$ cat src/rtl/key_pkg.sv
// ---------------------------------------------------------------------------
// key_pkg : key code constants and raw-code priority encoder
// Rev 1.0
// ---------------------------------------------------------------------------
`default_nettype none

package key_pkg;

   localparam int KEY_W = 5;

   typedef logic [KEY_W-1:0] key_code_t;

   localparam key_code_t KEY_NONE = 5'h1F;
   localparam key_code_t KEY_SEL  = 5'h1D;
   localparam key_code_t KEY_NEXT = 5'h1E;

   // Buttons outrank the matrix; among matrix keys the lowest index wins.
   function automatic key_code_t encode_key(input logic [15:0] pressed,
                                            input logic        sel,
                                            input logic        nxt);
      key_code_t code;
      code = KEY_NONE;
      for (int i = 15; i >= 0; i--) begin
         if (pressed[i]) code = key_code_t'(i);
      end
      if (nxt) code = KEY_NEXT;
      if (sel) code = KEY_SEL;
      return code;
   endfunction

endpackage

`default_nettype wire

$ cat src/rtl/key_debounce.sv
// ---------------------------------------------------------------------------
// key_debounce : frame-granular debounce of the raw key code, press pulse
// Rev 1.0
// ---------------------------------------------------------------------------
`default_nettype none

module key_debounce
   import key_pkg::*;
#(
   parameter int DEBOUNCE_SCANS = 4
) (
   input  logic      clk,
   input  logic      rst,
   input  logic      frame_end_i,
   input  key_code_t raw_code_i,
   output key_code_t key_o,
   output key_code_t key_pulse_o
);

   localparam int                CNT_W   = $clog2(DEBOUNCE_SCANS + 1);
   localparam logic [CNT_W-1:0]  CNT_MAX = CNT_W'(DEBOUNCE_SCANS);

   logic [CNT_W-1:0] cnt_q, cnt_d;
   key_code_t        cand_q, cand_d;
   key_code_t        key_q, key_d;
   key_code_t        pulse_q, pulse_d;

   always_comb begin
      cand_d  = cand_q;
      cnt_d   = cnt_q;
      key_d   = key_q;
      pulse_d = KEY_NONE;
      if (frame_end_i) begin
         if (raw_code_i == cand_q) begin
            if (cnt_q != CNT_MAX) cnt_d = cnt_q + 1'b1;
         end else begin
            cand_d = raw_code_i;
            cnt_d  = CNT_W'(1);
         end
         // A release accepts KEY_NONE, so the pulse naturally stays idle.
         if (cnt_d == CNT_MAX && cand_d != key_q) begin
            key_d   = cand_d;
            pulse_d = cand_d;
         end
      end
   end

   always_ff @(posedge clk or posedge rst) begin
      if (rst) begin
         cand_q  <= KEY_NONE;
         cnt_q   <= '0;
         key_q   <= KEY_NONE;
         pulse_q <= KEY_NONE;
      end else begin
         cand_q  <= cand_d;
         cnt_q   <= cnt_d;
         key_q   <= key_d;
         pulse_q <= pulse_d;
      end
   end

   assign key_o       = key_q;
   assign key_pulse_o = pulse_q;

endmodule

`default_nettype wire

$ cat src/rtl/key_scan_pulse.sv
// ---------------------------------------------------------------------------
// key_scan_pulse : 4x4 matrix + button scanner with debounced key/pulse codes
// Rev 1.0
// ---------------------------------------------------------------------------
`default_nettype none

module key_scan_pulse
   import key_pkg::*;
#(
   parameter int SCAN_DIV       = 25000,
   parameter int DEBOUNCE_SCANS = 4
) (
   input  logic             clk,
   input  logic             rst,
   input  logic [3:0]       row_in,
   input  logic             btn_sel,
   input  logic             btn_next,
   output logic [3:0]       col_out,
   output logic [KEY_W-1:0] key,
   output logic [KEY_W-1:0] key_pulse
);

   localparam int               DIV_W    = $clog2(SCAN_DIV);
   localparam logic [DIV_W-1:0] DIV_LAST = DIV_W'(SCAN_DIV - 1);

   logic [3:0]       row_meta_q, row_sync_q;
   logic [1:0]       btn_meta_q, btn_sync_q;   // {next, sel}
   logic [DIV_W-1:0] div_q;
   logic [1:0]       col_q;
   logic [3:0]       col_out_q;
   logic [15:0]      pressed_q, pressed_d;

   logic      w_tc;
   logic      w_frame_end;
   logic [1:0] w_col_nxt;
   key_code_t w_raw_code;

   assign w_tc        = (div_q == DIV_LAST);
   assign w_frame_end = w_tc && (col_q == 2'd3);
   assign w_col_nxt   = col_q + 2'd1;

   // Merge the current column's sample so the frame-end code sees all 16 keys.
   always_comb begin
      pressed_d = pressed_q;
      pressed_d[{col_q, 2'b00} +: 4] = ~row_sync_q;
   end

   assign w_raw_code = encode_key(pressed_d, btn_sync_q[0], btn_sync_q[1]);

   always_ff @(posedge clk or posedge rst) begin
      if (rst) begin
         row_meta_q <= 4'hF;
         row_sync_q <= 4'hF;
         btn_meta_q <= 2'b00;
         btn_sync_q <= 2'b00;
         div_q      <= '0;
         col_q      <= 2'd0;
         col_out_q  <= 4'b1110;
         pressed_q  <= '0;
      end else begin
         row_meta_q <= row_in;
         row_sync_q <= row_meta_q;
         btn_meta_q <= {btn_next, btn_sel};
         btn_sync_q <= btn_meta_q;
         if (w_tc) begin
            div_q     <= '0;
            pressed_q <= pressed_d;
            col_q     <= w_col_nxt;
            col_out_q <= ~(4'b0001 << w_col_nxt);
         end else begin
            div_q <= div_q + 1'b1;
         end
      end
   end

   assign col_out = col_out_q;

   key_debounce #(
      .DEBOUNCE_SCANS(DEBOUNCE_SCANS)
   ) u_debounce (
      .clk         (clk),
      .rst         (rst),
      .frame_end_i (w_frame_end),
      .raw_code_i  (w_raw_code),
      .key_o       (key),
      .key_pulse_o (key_pulse)
   );

endmodule

`default_nettype wire

$ cat config.mk
export PLATFORM = sky130hd
export DESIGN_NAME = key_scan_pulse
export DESIGN_NICKNAME = d
export VERILOG_FILES = /design/src/rtl/key_pkg.sv /design/src/rtl/key_debounce.sv /design/src/rtl/key_scan_pulse.sv
export SDC_FILE = /design/constraint.sdc
export NUM_CORES = 1
export LEC_CHECK = 0
export ABC_AREA = 1
export BUFFER_PORTS_ARGS = -buffer_cell sky130_fd_sc_hd__buf_2
export CORE_MARGIN = 3
export CORE_UTILIZATION = 54
export DETAILED_ROUTE_END_ITERATION = 7
export PLACE_DENSITY = 0.78
export SLEW_MARGIN = 20
export SYNTH_ARGS = -nofsm -noshare
export SYNTH_HDL_FRONTEND = slang
export SYNTH_SLANG_ARGS = --single-unit
$ cat constraint.sdc
create_clock -name clk -period 2.85 [get_ports clk]
set_clock_uncertainty 0.15 [all_clocks]
set_input_delay 0.285 -clock clk [delete_from_list [all_inputs] [get_ports clk]]
set_output_delay 0.285 -clock clk [all_outputs]
set_load 0.01 [all_outputs]
After elaboration in Yosys (flattened, before gate mapping)

Cells that the tools add are included.

Register bits after elaboration: 67
Bits of input ports: 8
Output and inout bits: 14
Logic and storage cells: 57

$add $sub $neg: 4
Eq/ne operators: 6
Shift operators: 3
Mux-type cells: 27
Bitwise logic cells: 2
Reduce and logical (&&, ||, !) cells: 3

Operator list:

| operator               | count |
|---|---|
| $mux 5                 | 22 |
| $bwmux 16              | 1 |
| $shift 4x6->16 const A | 1 |
| $shiftx 4x6->16        | 1 |
| $add 15x1->15 const B  | 1 |
| $eq 15x15->1 const B   | 1 |
| $mux 15                | 1 |
| $mux 3                 | 3 |
| $not 4->4              | 2 |
| $neg 4->6              | 1 |
| $eq 5x5->1             | 1 |
| $ne 5x5->1             | 1 |
| $shl 1x2->4 const A    | 1 |
| $add 3x1->3 const B    | 1 |
| $eq 3x3->1 const B     | 1 |
| $ne 3x3->1 const B     | 1 |
| $add 2x1->2 const B    | 1 |
| $eq 2x2->1 const B     | 1 |
| $logic_and 1x1->1      | 2 |
| $reduce_and 2->1       | 1 |

Logic depth before layout (Yosys ltp)

Gate-level depths: netlist (run 1).

Word-level depth: 28
Gate-level depth with buffers: 28
Depth with buffers taken out: 28

Hierarchy

A second synthesis (run 1) with hierarchy kept.

Cell total of the unflattened synthesis: 403
Area, all modules: 3,284.4 µm²

By module, submodules not included:

| module         | instances | cells each | area each (µm²) | sequential area each (µm²) |
|---|---|---|---|---|
| key_scan_pulse | 1         | 286        | 2,378.5         | 1,239.9 |
| key_debounce   | 1         | 117        | 905.9           | 469.2 |

Worst setup path after synthesis (run 1)

No wires, ideal clock.

Path kind: reg2reg
Start point: reg col_q[0]
End point: reg u_debounce.key_q[0] (netlist: u_debounce.key_o[0])
Arrival time: 2,598 ps
Slack: 44 ps
Cell stages (with the launch flop): 20
Buffers on the path: 0
Cells stage by stage: dfrtp_1 inv_2 ha_1 inv_1 nand4_2 o22ai_1 nor2_2 nand2_1 o21ai_2 nand2_2 xnor2_1 nor2_1 nand2_1 nor2_4 nand4_4 nor2_4 nand3_2 nand2_1 nand2_1 inv_1

Word-level cells in the longest chain between the ends: 27
Elaborated cells between the ends (all ways): 33
Classes of those cells: add/sub: 1; eq/ne: 4; shift: 2; mux: 23; reduce/logical: 3

RTL lines:

| item                                                     | RTL line             | RTL |
|---|---|---|
| from (decl)                                              | key_scan_pulse.sv:29 | `logic [1:0] col_q;` |
| from (signal assigned)                                   | key_scan_pulse.sv:68 | `col_q <= w_col_nxt;` |
| $neg 4->6                                                | key_scan_pulse.sv:45 | `pressed_d[{col_q, 2'b00} +: 4] = ~row_sync_q;` |
| $shiftx 4x6->16 / $shift 4x6->16 (equally long branches) | key_scan_pulse.sv:45 |  |
| $bwmux 16                                                | key_scan_pulse.sv:45 |  |
| $mux 5 (16 in series)                                    | key_pkg.sv:24        | `if (pressed[i]) code = key_code_t'(i);` |
| $mux 5                                                   | key_pkg.sv:26        | `if (nxt) code = KEY_NEXT;` |
| $mux 5                                                   | key_pkg.sv:27        | `if (sel) code = KEY_SEL;` |
| $eq 5x5->1                                               | key_debounce.sv:34   | `if (raw_code_i == cand_q) begin` |
| $mux 5 / $mux 3 (equally long branches)                  | key_debounce.sv:34   |  |
| $mux 5 / $mux 3 (equally long branches)                  | key_debounce.sv:33   | `if (frame_end_i) begin` |
| $ne 5x5->1 / $eq 3x3->1 (equally long branches)          | key_debounce.sv:41   | `if (cnt_d == CNT_MAX && cand_d != key_q) begin` |
| $logic_and 1x1->1                                        | key_debounce.sv:41   |  |
| $reduce_and 2->1 (no line)                               | -                    |  |
| to (signal assigned)                                     | key_debounce.sv:57   | `key_q <= key_d;` |
| to (decl)                                                | key_debounce.sv:25   | `key_code_t key_q, key_d;` |

Parallel ways exist; a longest one is shown, timed or not. The select of a mux whose other input is x is not followed.
A chain may end at the register's enable or synchronous reset.

Worst setup path in the final report (run 1)

Start point: reg col_q[1]
End point: reg u_debounce.key_q[3] (netlist: u_debounce.key_o[3])

Same word-level chain as after synthesis.

==> results of run 1 <==
==> registers in the layout (all words and copies together) (netlist names) <==
register                flops
col_q                       2
u_debounce.key_pulse_o      5
row_sync_q                  4
row_meta_q                  4
u_debounce.cnt_q            3
pressed_q                  16
u_debounce.key_o            5
col_out                     4
div_q                      15
btn_meta_q                  2
u_debounce.cand_q           5
btn_sync_q                  2
==> stage by stage <==
step / std cells / hold WS (ns)
floorplan: 397 / 0.1395
global placement: 512 / 0.1841
detailed placement: 512 / 0.1894
CTS: 545 / 0.2049
global route: 549 / 0.2123
finish: 549 / 0.2022
==> metal layers <==
metal | wire length [um] | up-vias | track usage (%)
li1 | - | 1402 | -
met1 | 3289 | 1355 | 27.18
met2 | 4060 | 71 | 39.74
met3 | 346 | 15 | 5.103
met4 | 138 | 0 | 9.357
met5 | 0 | - | 0
==> cell type report <==
class	count	area (um^2)
clock inverter	6	65.06
fill	352	1389
clock buffer	10	127.6
inverter	74	290.3
sequential	67	1709
timing repair buffer	68	495.5
tap	72	90.09
multi-input combinational	252	1543
==> Yosys cell counts <==
library cell | instances | area (um^2)
a21boi_2 | 1 | 11.26
a21oi_1 | 8 | 40.04
a21oi_2 | 1 | 8.760
a22oi_1 | 2 | 15.01
a31oi_1 | 1 | 6.260
and3_1 | 2 | 12.51
clkbuf_1 | 4 | 15.01
dfrtp_1 | 41 | 1026
dfstp_2 | 26 | 683.2
ha_1 | 8 | 100.1
inv_1 | 71 | 266.5
inv_2 | 3 | 11.26
nand2_1 | 99 | 371.6
nand2_2 | 3 | 18.77
nand3_1 | 12 | 60.06
nand3_2 | 2 | 20.02
nand4_1 | 10 | 62.56
nand4_2 | 1 | 12.51
nand4_4 | 1 | 21.27
nor2_1 | 32 | 120.1
nor2_2 | 4 | 25.02
nor2_4 | 2 | 22.52
nor3_1 | 6 | 30.03
nor4_1 | 2 | 12.51
o21ai_0 | 33 | 165.2
o21ai_1 | 2 | 10.01
o21ai_2 | 1 | 8.760
o21bai_1 | 1 | 7.510
o22ai_1 | 9 | 56.30
xnor2_1 | 2 | 17.52
xor2_1 | 7 | 61.31
==> report_power, final <==
part | total [uW] | internal, uW | switching, uW | leakage, uW
Clock | 779 | 405 | 374 | 0.0000966
Combinational | 84.8 | 38.9 | 45.9 | 0.00109
Sequential | 972 | 965 | 6.58 | 0.000820
==> timing repair <==
action                                  CTS  global route
hold buffers                              7             0
endpoints found under the setup margin   13            13
cloned                                    0             0
endpoints found under the hold margin    27             0
pin swaps                                16            13
setup buffers                            10             4
gates resized for setup                  45            16
==> kinds of logic (layout without fill, tap and decap cells) <==
group	Yosys count	after routing
DFF	67	67
and+or+nand+nor	176	176
buffers and inverters	78	158
xor gates and xnor gates	9	9
adders and majority gates	8	8
AOI/OAI and AO/OA	59	59
==> worst paths after layout <==
path	slack (ns)	endpoint	from
worst max-delay path	-0.12	u_debounce.key_o[3]$_DFFE_PP1P_	col_q[1]$_DFFE_PP0N_
worst min-delay path	0.20	btn_sync_q[0]$_DFF_PP0_	btn_meta_q[0]$_DFF_PP0_
worst max register to register	-0.12	u_debounce.key_o[3]$_DFFE_PP1P_	col_q[1]$_DFFE_PP0N_
worst min register to register	0.20	btn_sync_q[0]$_DFF_PP0_	btn_meta_q[0]$_DFF_PP0_
max in group asynchronous	1.45	u_debounce.cand_q[3]$_DFFE_PP1P_	rst
min in group asynchronous	0.42	div_q[10]$_DFF_PP0_	rst
==> run_results.csv, run 1 <==
group,metric,value,unit
sta,maxSlewViolCount,0,
setup_path,path_depth,24,
sta,fin_ws,-0.1204,ns
clock_network,clkTransAtPathRegs,0.07,ns
detailed_routing,first_pass_iters,5,
logic_synthesis,synth.avg_cell_area,8.311,um^2
power,power,1836,uW
logic_synthesis,ys_types,31,
setup_path,cpMostUsedCell,"nand2_1",
clock_network,cts_sinks,67,
sta,worst_pin_slew,0.6707,ns
final_layout,area_delta_synth_final,30.94,%
setup_path,critPathKind,"flop to flop",
placement,io_buffers,21,
sta,fmax,0.3367,GHz
setup_path,worstPathMaxFanout,6,
detailed_routing,drc,0,
global_route,grt-ovfl-total,0,
logic_synthesis,synth_area,3299,um^2
clock_network,numCtsBuffers,9,
die,chipHeight,84.17,um
clock_network,htreeDepth,3,
setup_path,end_kind,"flop",
detailed_routing,viasPerCell,5.179,
global_route,antenna_found_initial,0,
setup_path,worstSetupStartpointType,"flop",
sta,fin_crit,2.970,ns
die,rows,27,
final_layout,stdcell_area,4320,um^2
die,io-pin-count,22,
power,power.leakage,0.002005,uW
final_layout,nets,488,
setup_path,critPathTopFamily,"simple AND/OR/NAND/NOR gates",
logic_synthesis,synth.yosys.seq_area_share,51.80,%
logic_synthesis,synth_top_family_by_area,"simple AND/OR/NAND/NOR gates",
clock_network,clk_path_buf_depth,2,
final_layout,n_antenna_cell,0,
placement,placed_cell_area,3687,um^2
run_status,status,"finished with violations",
clock_network,clock_latency,0.35,ns
logic_synthesis,syn_inst,397,
run,maxCapViolations,0,
sta,relSlewSlack,55.22,%
global_route,grt_pass1_wl,12800,um
final_layout,post-route-util,75.67,%
global_route,grt_max_degree,37,
hold_path,worstHoldPathCells,0,
power,ir_drop,0.3425,mV
placement,gp_congestion,0.8981,
sta,tns,-0.6174,ns
setup_path,reg2regPathDepth,24,
global_route,gr-usage-all-layers,22.79,%
placement,hpwl,5127,um
logic_synthesis,synth_xor_area_share,2.389,%
detailed_routing,ant_nets,0,
setup_path,max_stage_delay,0.40,ns
run_status,violations,"negative setup slack",
die,start_util,57.79,%
sta,rsz0062_at_grt,"true",
detailed_routing,routedWlPerCell,14.27,um
detailed_routing,drt_iter0_drc,169,
logic_synthesis,yosys_warnings,0,
logic_synthesis,ys_ff_latch,67,
logic_synthesis,synth.net_count,413,
clock_network,cts_tree,"built",
detailed_routing,vias,2843,
placement,dpl_worst_slack,-0.2238,ns
sta,setup_viol,9,
final_layout,layout-drive-gt1-share,33.54,%
logic_synthesis,synth_mux_area_share,0,%
final_layout,final_common_cell,"nand2_1",
logic_synthesis,synthSimpleGateAreaFrac,23.93,%
setup_path,worst-path-buf-inv,5,
die,die-width,84.17,um
die,core,5709,um^2
logic_synthesis,synth_compound_area_share,9.973,%
setup_path,cp_slowest_cell,"dfrtp_1",
die,die_area,7084,um^2
detailed_routing,routed_wl,7835,um
setup_path,cp_data_arrival_time,3.13,ns
setup_path,crit_chain,"inv_2 -> ha_4 -> inv_6 -> nand2_8 -> nor2_4 -> nor2_4 -> buf_4 -> a21oi_2 -> o21ai_1 -> nand2_1 -> nand2_1 -> nand2_1 -> nand2_1 -> nand2_2 -> inv_1 -> nand2_1 -> nand2_1 -> nor2_4 -> nand4_4 -> nor2_4 -> nand3_4 -> nand2_1 -> nand2_1 -> inv_1",
setup_path,required,3.01,ns
final_layout,final_cell_mix,"nand2_1, inv_1, dfrtp_1, buf_4, o21ai_0",
power,powerDensity,425.0,nW/um^2
clock_network,cts_root_buf,"clkbuf_8",
sta,min_period_over_period,104.2,%
hold_path,hold_path_class,"flop to flop",
global_route,grt_pass1_vias,2830,
logic_synthesis,synthAdderAreaFrac,3.034,%
sta,hold_violations,0,
(Power assumes the default switching activity.)
==> inputs of run 2 (changes only) <==
Settings changed: BUFFER_PORTS_ARGS -buffer_cell sky130_fd_sc_hd__buf_2 to unset, CORE_UTILIZATION 54 to 55, DONT_BUFFER_PORTS set to 1, PLACE_DENSITY 0.78 to 0.76.
==> run 2 against run 1 <==
Net effect:
- sequential cell count is the same
- sequential share of layout area grew 1.3 points
- critical path type unchanged
- count of clock-buffer cells in the layout grew 5
- critical path depth shrank 3
- setup slack lost 0.027 ns
- the flow still finishes with violations (negative setup slack)
- cell area shrank 3.2%
- worst hold slack is essentially flat
==> run_results.csv, run 2 (synthesized netlist as in run 1, its figures left out) <==
group,metric,value,unit
sta,tns,-1.004,ns
clock_network,cts_root_buf,"clkbuf_8",
run_status,status,"finished with violations",
sta,worst_pin_slew,0.5466,ns
sta,rsz0062_at_grt,"true",
sta,min_period_over_period,105.2,%
die,die_area,6964,um^2
detailed_routing,drt_iter0_drc,147,
die,core,5642,um^2
power,net-switching-power,392.4,uW
placement,hpwl,4865,um
die,rows,27,
power,clkPwrFrac,44.6,%
clock_network,clock_latency,0.34,ns
setup_path,required,2.97,ns
global_route,grt_pass1_vias,2726,
die,io-pin-count,22,
power,p_seq_share,51.4,%
placement,gp_congestion,0.8653,
sta,timing.hold.ws,0.2022,ns
detailed_routing,drc,0,
clock_network,cts_tree,"built",
clock_network,clk_path_buf_depth,2,
final_layout,largest_register_ffs,16,
power,powerDensity,451.9,nW/um^2
setup_path,cpMostUsedCell,"nand2_1",
final_layout,stdcell_area,4184,um^2
final_layout,layout-drive-gt1-share,29.40,%
placement,io_buffers,0,
final_layout,area_delta_synth_final,26.81,%
setup_path,critPathKind,"flop to flop",
detailed_routing,viasPerCell,5.349,
clock_network,clkTransAtPathRegs,0.07,ns
final_layout,nets,460,
power,ir_drop,0.4598,mV
run,maxCapViolations,0,
clock_network,numCtsBuffers,9,
setup_path,end_kind,"flop",
setup_path,cp_data_arrival_time,3.12,ns
power,power.leakage,0.001897,uW
sta,relSlewSlack,63.56,%
global_route,grt-ovfl-total,0,
sta,fin_ws,-0.1475,ns
die,start_util,58.48,%
setup_path,cp_slowest_cell,"dfrtp_1",
die,die-width,83.45,um
final_layout,final_cell_mix,"nand2_1, inv_1, dfrtp_1, o21ai_0, buf_4",
hold_path,hold_path_class,"flop to flop",
global_route,grt_pass1_wl,12360,um
final_layout,top_register,"pressed_q",
global_route,grt_max_degree,43,
detailed_routing,routedWlPerCell,14.21,um
placement,placed_cell_area,3577,um^2
sta,fin_crit,2.998,ns
setup_path,max_stage_delay,0.41,ns
sta,hold_violations,0,
final_layout,reg_top3,"pressed_q x16, div_q x15",
clock_network,cts_sinks,67,
power,power,1891,uW
setup_path,worstPathMaxFanout,6,
sta,fmax,0.3336,GHz
power,pwr-share-comb,4.0,%
power,internal_power,1498,uW
run_status,violations,"negative setup slack",
sta,setup_viol,13,
global_route,antenna_found_initial,0,
final_layout,n_antenna_cell,0,
global_route,gr-usage-all-layers,21.67,%
detailed_routing,routed_wl,7401,um
power,swShare,20.75,%
detailed_routing,vias,2787,
final_layout,final_common_cell,"nand2_1",
detailed_routing,ant_nets,0,
detailed_routing,first_pass_iters,4,
die,chipHeight,83.45,um
sta,maxSlewViolCount,0,
setup_path,worstSetupStartpointType,"flop",
clock_network,htreeDepth,3,
setup_path,crit_chain,"inv_4 -> buf_4 -> ha_4 -> inv_1 -> nand2_1 -> a21boi_4 -> nand2_2 -> nor2_2 -> o21bai_1 -> nand2_2 -> inv_1 -> nand2_1 -> nand4_1 -> nor2_1 -> nand2_1 -> nor2_4 -> nand4_4 -> nor2_4 -> nand4_1 -> nand2_1 -> inv_1",
-- run 2: cell types whose count changed in the layout (fill, tap and decap cells not counted), moves of 2 or more --
cell | before | now
nor2_2 | 5 | 9
buf_2 | 21 | 0
a21oi_2 | 3 | 1
inv_1 | 66 | 68
buf_4 | 37 | 32
clkbuf_8 | 9 | 13
nand2_1 | 90 | 88
nand2_4 | 0 | 2
clkinv_2 | 2 | 0
nor2_1 | 26 | 23
-- run 2: layout make-up --
class	instances	area [um^2]
flip-flops and latches	67	1709
fillers	375	1458
multi-input cells	252	1559
inverters	74	287.8
clock inverters	1	30.03
well taps	72	90.09
clock buffers	15	186.4
repair buffers	40	321.6
-- run 2: what timing repair did --
action,in CTS,in global routing
endpoints found under the hold margin,58,0
gates cloned,0,0
setup endpoints to repair,12,13
resized for setup,35,27
setup buffers,1,5
hold buffers,7,0
pin swaps,10,18
-- run 2: stage by stage --
stage	setup WS, ns	std cells	util, %
after floorplan	0.04435	397	-
after global placement	-0.06543	492	63.41
after detailed placement	-0.1654	492	63.41
after CTS	-0.004075	516	71.52
after global routing	-0.3793	521	74.16
final	-0.1475	521	74.16
-- run 2: path summary, 6_finish.rpt --
kind                                               from                             endpoint  slack (ns)  cells past startpoint
worst max-delay path               col_q[0]$_DFFE_PP0N_      u_debounce.key_o[2]$_DFFE_PP1P_       -0.15                     21
worst min-delay path            row_meta_q[1]$_DFF_PP1_              row_sync_q[1]$_DFF_PP1_        0.20                      0
worst max register to register     col_q[0]$_DFFE_PP0N_      u_debounce.key_o[2]$_DFFE_PP1P_       -0.15                     21
worst min register to register  row_meta_q[1]$_DFF_PP1_              row_sync_q[1]$_DFF_PP1_        0.20                      0
max in group asynchronous                           rst  u_debounce.key_pulse_o[2]$_DFF_PP1_        1.76                      3
min in group asynchronous                           rst              btn_meta_q[0]$_DFF_PP0_        0.30                      3
-- run 2: worst max-delay path: cells and delay by family, from the launching register on --
family,cells,cell delay [ns]
and+or+nand+nor,13,1.47
buffers and inverters,5,0.45
AOI/OAI and AO/OA,2,0.33
adders and majority gates,1,0.14
DFF,1,0.41
-- run 2: per-layer routing --
layer | GRT usage (%) | vias up | part of all wire (%)
li1 | - | 1353 | -
met1 | 27.56 | 1334 | 44
met2 | 36.73 | 73 | 49
met3 | 4.047 | 27 | 3.5
met4 | 8.480 | 0 | 3.1
met5 | 0 | - | 0
-- run 2: power groups by stage --
stage | Clock (uW) | Sequential (uW) | Combinational [uW]
after global routing | 900 | 972 | 83.6
after global placement | 0 | 985 | 59.0
after floorplan | 0 | 984 | 36.6
final | 844 | 972 | 75.3
after CTS | 861 | 971 | 71.3
after detailed placement | 0 | 986 | 59.8
